<file path="src/rtl/serial_stack_unloader_if.sv">
// Handshake bundle between the serial stack unloader, its bit-serial stack and the parallel consumer.
// master = unloader side, slave = stack/consumer side.
interface serial_stack_unloader_if #(
    parameter int NUM_BITS = 16,
    parameter int CNT_W    = $clog2(NUM_BITS + 1)
);
    logic                start;
    logic [CNT_W-1:0]    len;
    logic                busy;
    logic                stk_bit;
    logic                stk_pop;
    logic [NUM_BITS-1:0] word_out;
    logic                word_valid;
    logic                word_ready;

    modport master (
        input  start, len, stk_bit, word_ready,
        output busy, stk_pop, word_out, word_valid
    );

    modport slave (
        output start, len, stk_bit, word_ready,
        input  busy, stk_pop, word_out, word_valid
    );
endinterface

</file>
<file path="src/rtl/serial_stack_unloader.sv">
// Pops len bits off a bit-serial LIFO and presents them as a parallel word on a valid/ready handshake.
// Optional macro SSU_RESTORE_ORDER_EN: place bits in original push order instead of pop order.
module serial_stack_unloader #(
    parameter int NUM_BITS = 16,
    parameter int CNT_W    = $clog2(NUM_BITS + 1)
) (
    input logic                     clk,
    input logic                     reset_n,
    serial_stack_unloader_if.master bus
);
    typedef enum logic [1:0] {IDLE, POP, HOLD} state_t;

    localparam logic [CNT_W-1:0] MAX_LEN = CNT_W'(NUM_BITS);

    state_t              state_q, state_d;
    logic [CNT_W-1:0]    len_q, len_d;
    logic [CNT_W-1:0]    idx_q, idx_d;
    logic [NUM_BITS-1:0] word_q, word_d;
    logic                busy_q, busy_d;
    logic                stk_pop_q, stk_pop_d;
    logic                word_valid_q, word_valid_d;
    logic [CNT_W-1:0]    len_clamped;
    logic [CNT_W-1:0]    map_idx;

    always_comb begin
        state_d     = state_q;
        len_d       = len_q;
        idx_d       = idx_q;
        word_d      = word_q;
        len_clamped = (bus.len > MAX_LEN) ? MAX_LEN : bus.len;
`ifdef SSU_RESTORE_ORDER_EN
        map_idx     = len_q - idx_q - CNT_W'(1);
`else
        map_idx     = idx_q;
`endif
        case (state_q)
            IDLE: begin
                if (bus.start) begin
                    word_d  = '0;
                    idx_d   = '0;
                    len_d   = len_clamped;
                    state_d = (len_clamped == '0) ? HOLD : POP;
                end
            end
            POP: begin
                for (int k = 0; k < NUM_BITS; k++) begin
                    if (map_idx == CNT_W'(k)) word_d[k] = bus.stk_bit;
                end
                idx_d = idx_q + CNT_W'(1);
                if (idx_q == len_q - CNT_W'(1)) state_d = HOLD;
            end
            HOLD: begin
                if (bus.word_ready) state_d = IDLE;
            end
            default: state_d = IDLE;
        endcase
        // Outputs are registered decodes of the next state so they line up with state_q.
        busy_d       = (state_d != IDLE);
        stk_pop_d    = (state_d == POP);
        word_valid_d = (state_d == HOLD);
    end

    always_ff @(posedge clk or negedge reset_n) begin
        if (!reset_n) begin
            state_q      <= IDLE;
            len_q        <= '0;
            idx_q        <= '0;
            word_q       <= '0;
            busy_q       <= 1'b0;
            stk_pop_q    <= 1'b0;
            word_valid_q <= 1'b0;
        end else begin
            state_q      <= state_d;
            len_q        <= len_d;
            idx_q        <= idx_d;
            word_q       <= word_d;
            busy_q       <= busy_d;
            stk_pop_q    <= stk_pop_d;
            word_valid_q <= word_valid_d;
        end
    end

    assign bus.busy       = busy_q;
    assign bus.stk_pop    = stk_pop_q;
    assign bus.word_out   = word_q;
    assign bus.word_valid = word_valid_q;
endmodule

</file>
<file path="src/flat_wrapper.sv">
// flat-port wrapper written by rule: the top's interface ports become plain ports
module serial_stack_unloader_flat 
#(
    parameter int NUM_BITS = 16,
    parameter int CNT_W    = $clog2(NUM_BITS + 1)
)
  (clk, reset_n, bus_start, bus_len, bus_stk_bit, bus_word_ready, bus_busy, bus_stk_pop, bus_word_out, bus_word_valid);
  serial_stack_unloader_if #(.NUM_BITS(NUM_BITS), .CNT_W(CNT_W)) bus_i ();
  input logic clk;
  input logic reset_n;
  input wire logic [$bits(bus_i.start)-1:0] bus_start;
  input wire logic [$bits(bus_i.len)-1:0] bus_len;
  input wire logic [$bits(bus_i.stk_bit)-1:0] bus_stk_bit;
  input wire logic [$bits(bus_i.word_ready)-1:0] bus_word_ready;
  output wire logic [$bits(bus_i.busy)-1:0] bus_busy;
  output wire logic [$bits(bus_i.stk_pop)-1:0] bus_stk_pop;
  output wire logic [$bits(bus_i.word_out)-1:0] bus_word_out;
  output wire logic [$bits(bus_i.word_valid)-1:0] bus_word_valid;
  assign bus_i.start = bus_start;
  assign bus_i.len = bus_len;
  assign bus_i.stk_bit = bus_stk_bit;
  assign bus_i.word_ready = bus_word_ready;
  assign bus_busy = bus_i.busy;
  assign bus_stk_pop = bus_i.stk_pop;
  assign bus_word_out = bus_i.word_out;
  assign bus_word_valid = bus_i.word_valid;
  serial_stack_unloader #(.NUM_BITS(NUM_BITS), .CNT_W(CNT_W)) u_core (.clk(clk), .reset_n(reset_n), .bus(bus_i));
endmodule
</file>
<file path="config.mk">
export PLATFORM = sky130hd
export DESIGN_NAME = serial_stack_unloader_flat
export DESIGN_NICKNAME = d
export VERILOG_FILES = /design/src/rtl/serial_stack_unloader_if.sv /design/src/rtl/serial_stack_unloader.sv /design/src/flat_wrapper.sv
export SDC_FILE = /design/constraint.sdc
export NUM_CORES = 1
export LEC_CHECK = 0
export ABC_AREA = 1
export BUFFER_PORTS_ARGS = -buffer_cell sky130_fd_sc_hd__buf_4
export CORE_ASPECT_RATIO = 0.75
export CORE_MARGIN = 5
export CORE_UTILIZATION = 50
export DETAILED_ROUTE_END_ITERATION = 8
export GPL_TIMING_DRIVEN = 0
export PLACE_DENSITY_LB_ADDON = 0.15
export REMOVE_ABC_BUFFERS = 1
export SLEW_MARGIN = 20
export SYNTH_ARGS = -nofsm -noshare
export SYNTH_HDL_FRONTEND = slang
export SYNTH_SLANG_ARGS = --single-unit
</file>
<file path="constraint.sdc">
create_clock -name clk -period 2 [get_ports clk]
set_input_delay 0.3 -clock clk [delete_from_list [all_inputs] [get_ports clk]]
set_output_delay 0.3 -clock clk [all_outputs]
set_load 0.005 [all_outputs]
</file>
# Word-level counts from Yosys, hierarchy flattened
# Cells that the tools add are included.
[totals]
regBits = 31
latchBits = 0
ramBits = 0
romBits = 0
out_inout_bits = 19
word_cells = 111
n_memories = 0
[op_classes]
n_addsub = 2
n_mul = 0
n_div = 0
magnitude_cmp = 1
eq_ne = 37
shifts = 0
n_mux = 26
bitwise_logic = 0
reduce_logical = 23
[op_table]
columns = ["op", "count"]
rows = [
  ["3-bit AND reduction", 16],
  ["5-bit by 4-bit == test with 1-bit output, second input constant", 8],
  ["2-bit by 1-bit inequality test with 1-bit output, second input constant", 16],
  ["16-bit case mux with 2 select lines", 1],
  ["5-bit by 3-bit == test with 1-bit output, second input constant", 4],
  ["1-bit two-way mux", 16],
  ["16-bit two-way mux", 1],
  ["5-bit by 2-bit == test with 1-bit output, second input constant", 2],
  ["5-bit logical NOT", 2],
  ["5-bit two-way mux", 2],
  ["5-bit case mux with 2 select lines", 1],
  ["2-bit two-way mux", 4],
  ["2-bit case mux with 3 select lines", 1],
  ["5-bit by 1-bit adder with 5-bit output, second input constant", 1],
  ["5-bit by 1-bit == test with 1-bit output, second input constant", 1],
  ["5-bit == test", 1],
  ["5-bit greater-than comparator, second input constant", 1],
  ["5-bit by 1-bit subtractor with 5-bit output, second input constant", 1],
  ["2-bit by 1-bit == test with 1-bit output, second input constant", 2],
  ["2-bit == test, second input constant", 2],
  ["2-bit AND reduction", 2],
  ["2-bit nonzero test", 2],
  ["2-bit logical NOT", 1],
  ["2-bit inequality test, second input constant", 1],
]

# Longest topological paths before layout
[depth]
ltp_word = 7
depth_mapped = 13
depth_no_buf = 13

# Worst setup path after synthesis
# OpenSTA, ideal clock, no wires.
[synth_timing]
kind = "reg-to-reg"
from = "reg u_core.len_q[0]"
to = "reg u_core.busy_q, in the netlist u_core.bus.busy"
setup_ps = 118
t_arrival_ps = 1247
required_ps = 1882
setup_slack_ps = 635
stages_incl_launch_ff = 13
synth_period_minus_slack_ps = 1365
path_cell_list = "dfrtp_1 inv_1 ha_1 nand2_1 nand2_1 nor2_1 nand2_1 nor2_2 nand2_1 nand2_1 nand2_1 nand2_2 nand2_1"
[synth_between]
elab_chain_cells = 5
[synth_lines]
columns = ["element", "line_no", "source"]
rows = [
  ["start, declared", "serial_stack_unloader.sv:16", "logic [CNT_W-1:0] len_q, len_d;"],
  ["start signal, assigned", "serial_stack_unloader.sv:74", "len_q <= len_d;"],
  ["5-bit by 1-bit subtractor with 5-bit output", "serial_stack_unloader.sv:50", "if (idx_q == len_q - CNT_W'(1)) state_d = HOLD;"],
  ["5-bit == test", "serial_stack_unloader.sv:50", ""],
  ["2-bit two-way mux", "serial_stack_unloader.sv:50", ""],
  ["2-bit case mux with 3 select lines", "serial_stack_unloader.sv:36", "case (state_q)"],
  ["2-bit nonzero test", "serial_stack_unloader.sv:58", "busy_d = (state_d != IDLE);"],
  ["via u_core.busy_d", "serial_stack_unloader.sv:19", "logic busy_q, busy_d;"],
  ["end signal, assigned", "serial_stack_unloader.sv:77", "busy_q <= busy_d;"],
  ["end, declared", "serial_stack_unloader.sv:19", ""],
]
# The timed path passes the listed nets, and every way through them passes these cells.
# A chain may end at the register's enable or synchronous reset.

# Final worst setup path
# Same ends and word-level chain as after synthesis.

==> impl_results.md <==
* Routed Antenna Nets at 0
* CORE AREA at 3020 sq um
* Flop pwr share at 34.2%
* Layout cell share with drive strength beyond 1 at 23.8%
* CP arrival at 1790 ps
* VDD IR-drop max at 0.896 mV
* Leak Pwr at 0.980 nW
* Tcrit/Tclk final at 80.8%
* Status: completed
* Combinational share of power at 51.7%
* Clock tree from TritonCTS: done
* # Max-Cap Violations at 0
* Final min period at 1620 ps
* Worst-Margin Slew at 487 ps
* Clock root buffer: clkbuf_8
* Pin count of the biggest net entering global routing at 32
* Remaining DRCs at 0
* DR iter-0 viols at 84
* Die Span Y at 59.1 um
* CP Data Required Time at 2170 ps
* Net Sw Power at 1.48 mW
* Vias per cell at 5.04
* Die Wd at 75.4 um
* Final Power at 3.35 mW
* Power Internal at 1.88 mW
* Hold crit path type: in2reg
* Most frequent cells in the layout: 47 x nand2_1, 31 x dfrtp_1, 28 x buf_4
* Vias in the first global route at 1398
* # nets final at 246
* RSZ-0062 raised after global routing: false
* Final Slew Violations at 0
* Endpoint class of the critical path: flop
* Max Clock Skew at 4.61 ps
* Crit path max-delay cell type: dfrtp_1
* CTS max path bufs at 2
* Yosys warning count at 0
* F_max at 619 MHz
* GP Congestion at 0.833
* Switching portion of total power at 44.0%
* Crit-path cells: inv_1 > ha_1 > inv_1 > nand2_1 > nand2_1 > nand2_1 > nand2_1 > nor2_1 > nand2_1 > nand2_1 > nand2_1 > nand2_2 > nand2_1
* Number of CTS-inserted buffers at 5
* Critical setup path kind: reg2reg
* Starting Density at 53.1%
* Htree depth at 2
* Syn avg cell area at 8.18 sq um
* Post_cts resized at 0
* Clock Power Share at 14.1%
* TritonRoute pass-1 iters at 5
* CTS clk-pin slew, worst paths at 60 ps
* Die ar. at 4450 sq um
* Sequential area share after synthesis at 48.4%
* Fin Setup TNS at 0 ps
* Syn Inst Count at 196
* Cell Rows at 17
* TritonCTS Sinks at 31
* Vias at 1357
* Port buffer count at 28
* Most common cell on crit path: nand2_1
* Final WL at 3.46 mm
* Finish-stage setup viols at 0
* Insertion delay to the later sink of the worst-skew pair at 290 ps
* GRT Overall Usage at 18.4%
* Delay of the slowest critical-path stage at 380 ps
* GRT overflow at 0
* CP max FO at 4
* Worst Slack Setup Final at 385 ps
* CP Launch Type: flop
* Synth Register Bits at 31
* Fin util at 64.3%
* Wire per inst at 12.9 um
* Netlist cell types at 21
* IO Pins at 29
* Hpwl dp at 2.60 mm
* PwrDens at 1730 nW/um^2
* Initial antenna violation count at 0
* First-pass GRT wire length at 6.24 mm
* Most common cell after layout, fill and taps aside: nand2_1
* Slew headroom at 67.5%
* Setup WS pre-CTS at 423 ps
* Synthesized area at 1600 sq um
* Fin. Hold Viols at 0
* Area Overhead vs Synth at 21.1%
* ANT cells at 0
-- cell families (layout without fill, tap and decap cells) --
logic type,after synthesis,in the layout,synth area share (%)
AND/OR/NAND/NOR,89,89,24.6
AO/OA/AOI/OAI,45,45,16.0
flip-flops,31,31,48.4
buffers and inverters,25,60,6.32
adder cells (fa/ha/maj),6,6,4.68
-- flip-flops by register name, indices dropped and copies added, names as in the netlist --
register	flops
u_core.len_q	5
u_core.bus.word_out	16
u_core.idx_q	5
u_core.state_q	2
u_core.bus.word_valid	1
u_core.bus.stk_pop	1
u_core.bus.busy	1
-- per-stage QoR --
stage               std cells  instance area [sq um]  hold WS [ps]
floorplan                 194                   1590          4.41
detailed placement        260                   1850           258
global placement          260                   1850           248
finish                    269                   1940           235
CTS                       269                   1940           233
global route              269                   1940           254
-- synth_stat cells, drive strengths merged --
master    n  area [sq um]
nor2     30           146
inv      23          91.3
nor3      1          5.00
nand3     5          25.0
o21ai    25           151
buf       2          10.0
o2111ai   1          8.76
a21oi    18          90.1
o22ai     1          6.26
ha        6          75.1
dfrtp    31           776
nand2    53           219
-- worst max-delay path, delay by kind of cell (launching register included) --
family,cells,cell delay [ps]
and+or+nand+nor,10,760
adders and majority gates,1,200
DFF,1,380
buffers and inverters,2,160
-- timing repair --
action | in CTS | in global routing
hold buffers | 1 | 0
buffers inserted | 0 | 0
hold endpoints to repair | 31 | 0
-- cell type report --
cell class	instances	area (sq um)
Multi-Input combinational cell	140	727
Clock buffer	7	76.3
Fill cell	270	1080
Tap cell	38	47.5
Inverter	23	91.3
Clock inverter	1	5.00
Sequential cell	31	776
Timing Repair Buffer	29	220
-- power by group through the flow --
stage / sequential, mW / combinational [mW] / clock [mW]
after floorplan: 1.14 / 1.14 / 0
after CTS: 1.15 / 1.75 / 0.480
after global placement: 1.14 / 1.68 / 0
after detailed placement: 1.16 / 1.73 / 0
after global routing: 1.19 / 1.98 / 0.512
final: 1.15 / 1.73 / 0.471
-- path summary, 6_finish.rpt --
path                                         start                       to  slack [ps]  cells after the start
hold reg to reg            u_core.bus.word_out[15]  u_core.bus.word_out[15]         500                      2
min in group asynchronous                  reset_n   u_core.bus.word_out[1]         500                      2
setup / recovery                   u_core.len_q[0]          u_core.bus.busy         380                     13
setup reg to reg                   u_core.len_q[0]          u_core.bus.busy         380                     13
hold / removal                          bus_len[1]          u_core.len_q[1]         240                      3
max in group asynchronous                  reset_n   u_core.bus.word_out[4]        1220                      2
-- layer usage --
metal	GRT usage [%]	routed length, um	share of wire (%)
met1	25.1	1680	48
met2	27.2	1530	44
met3	5.42	196	5.7
met4	7.98	53	1.5
met5	0	0	0
Note: power is estimated with default switching activity, not from simulation.
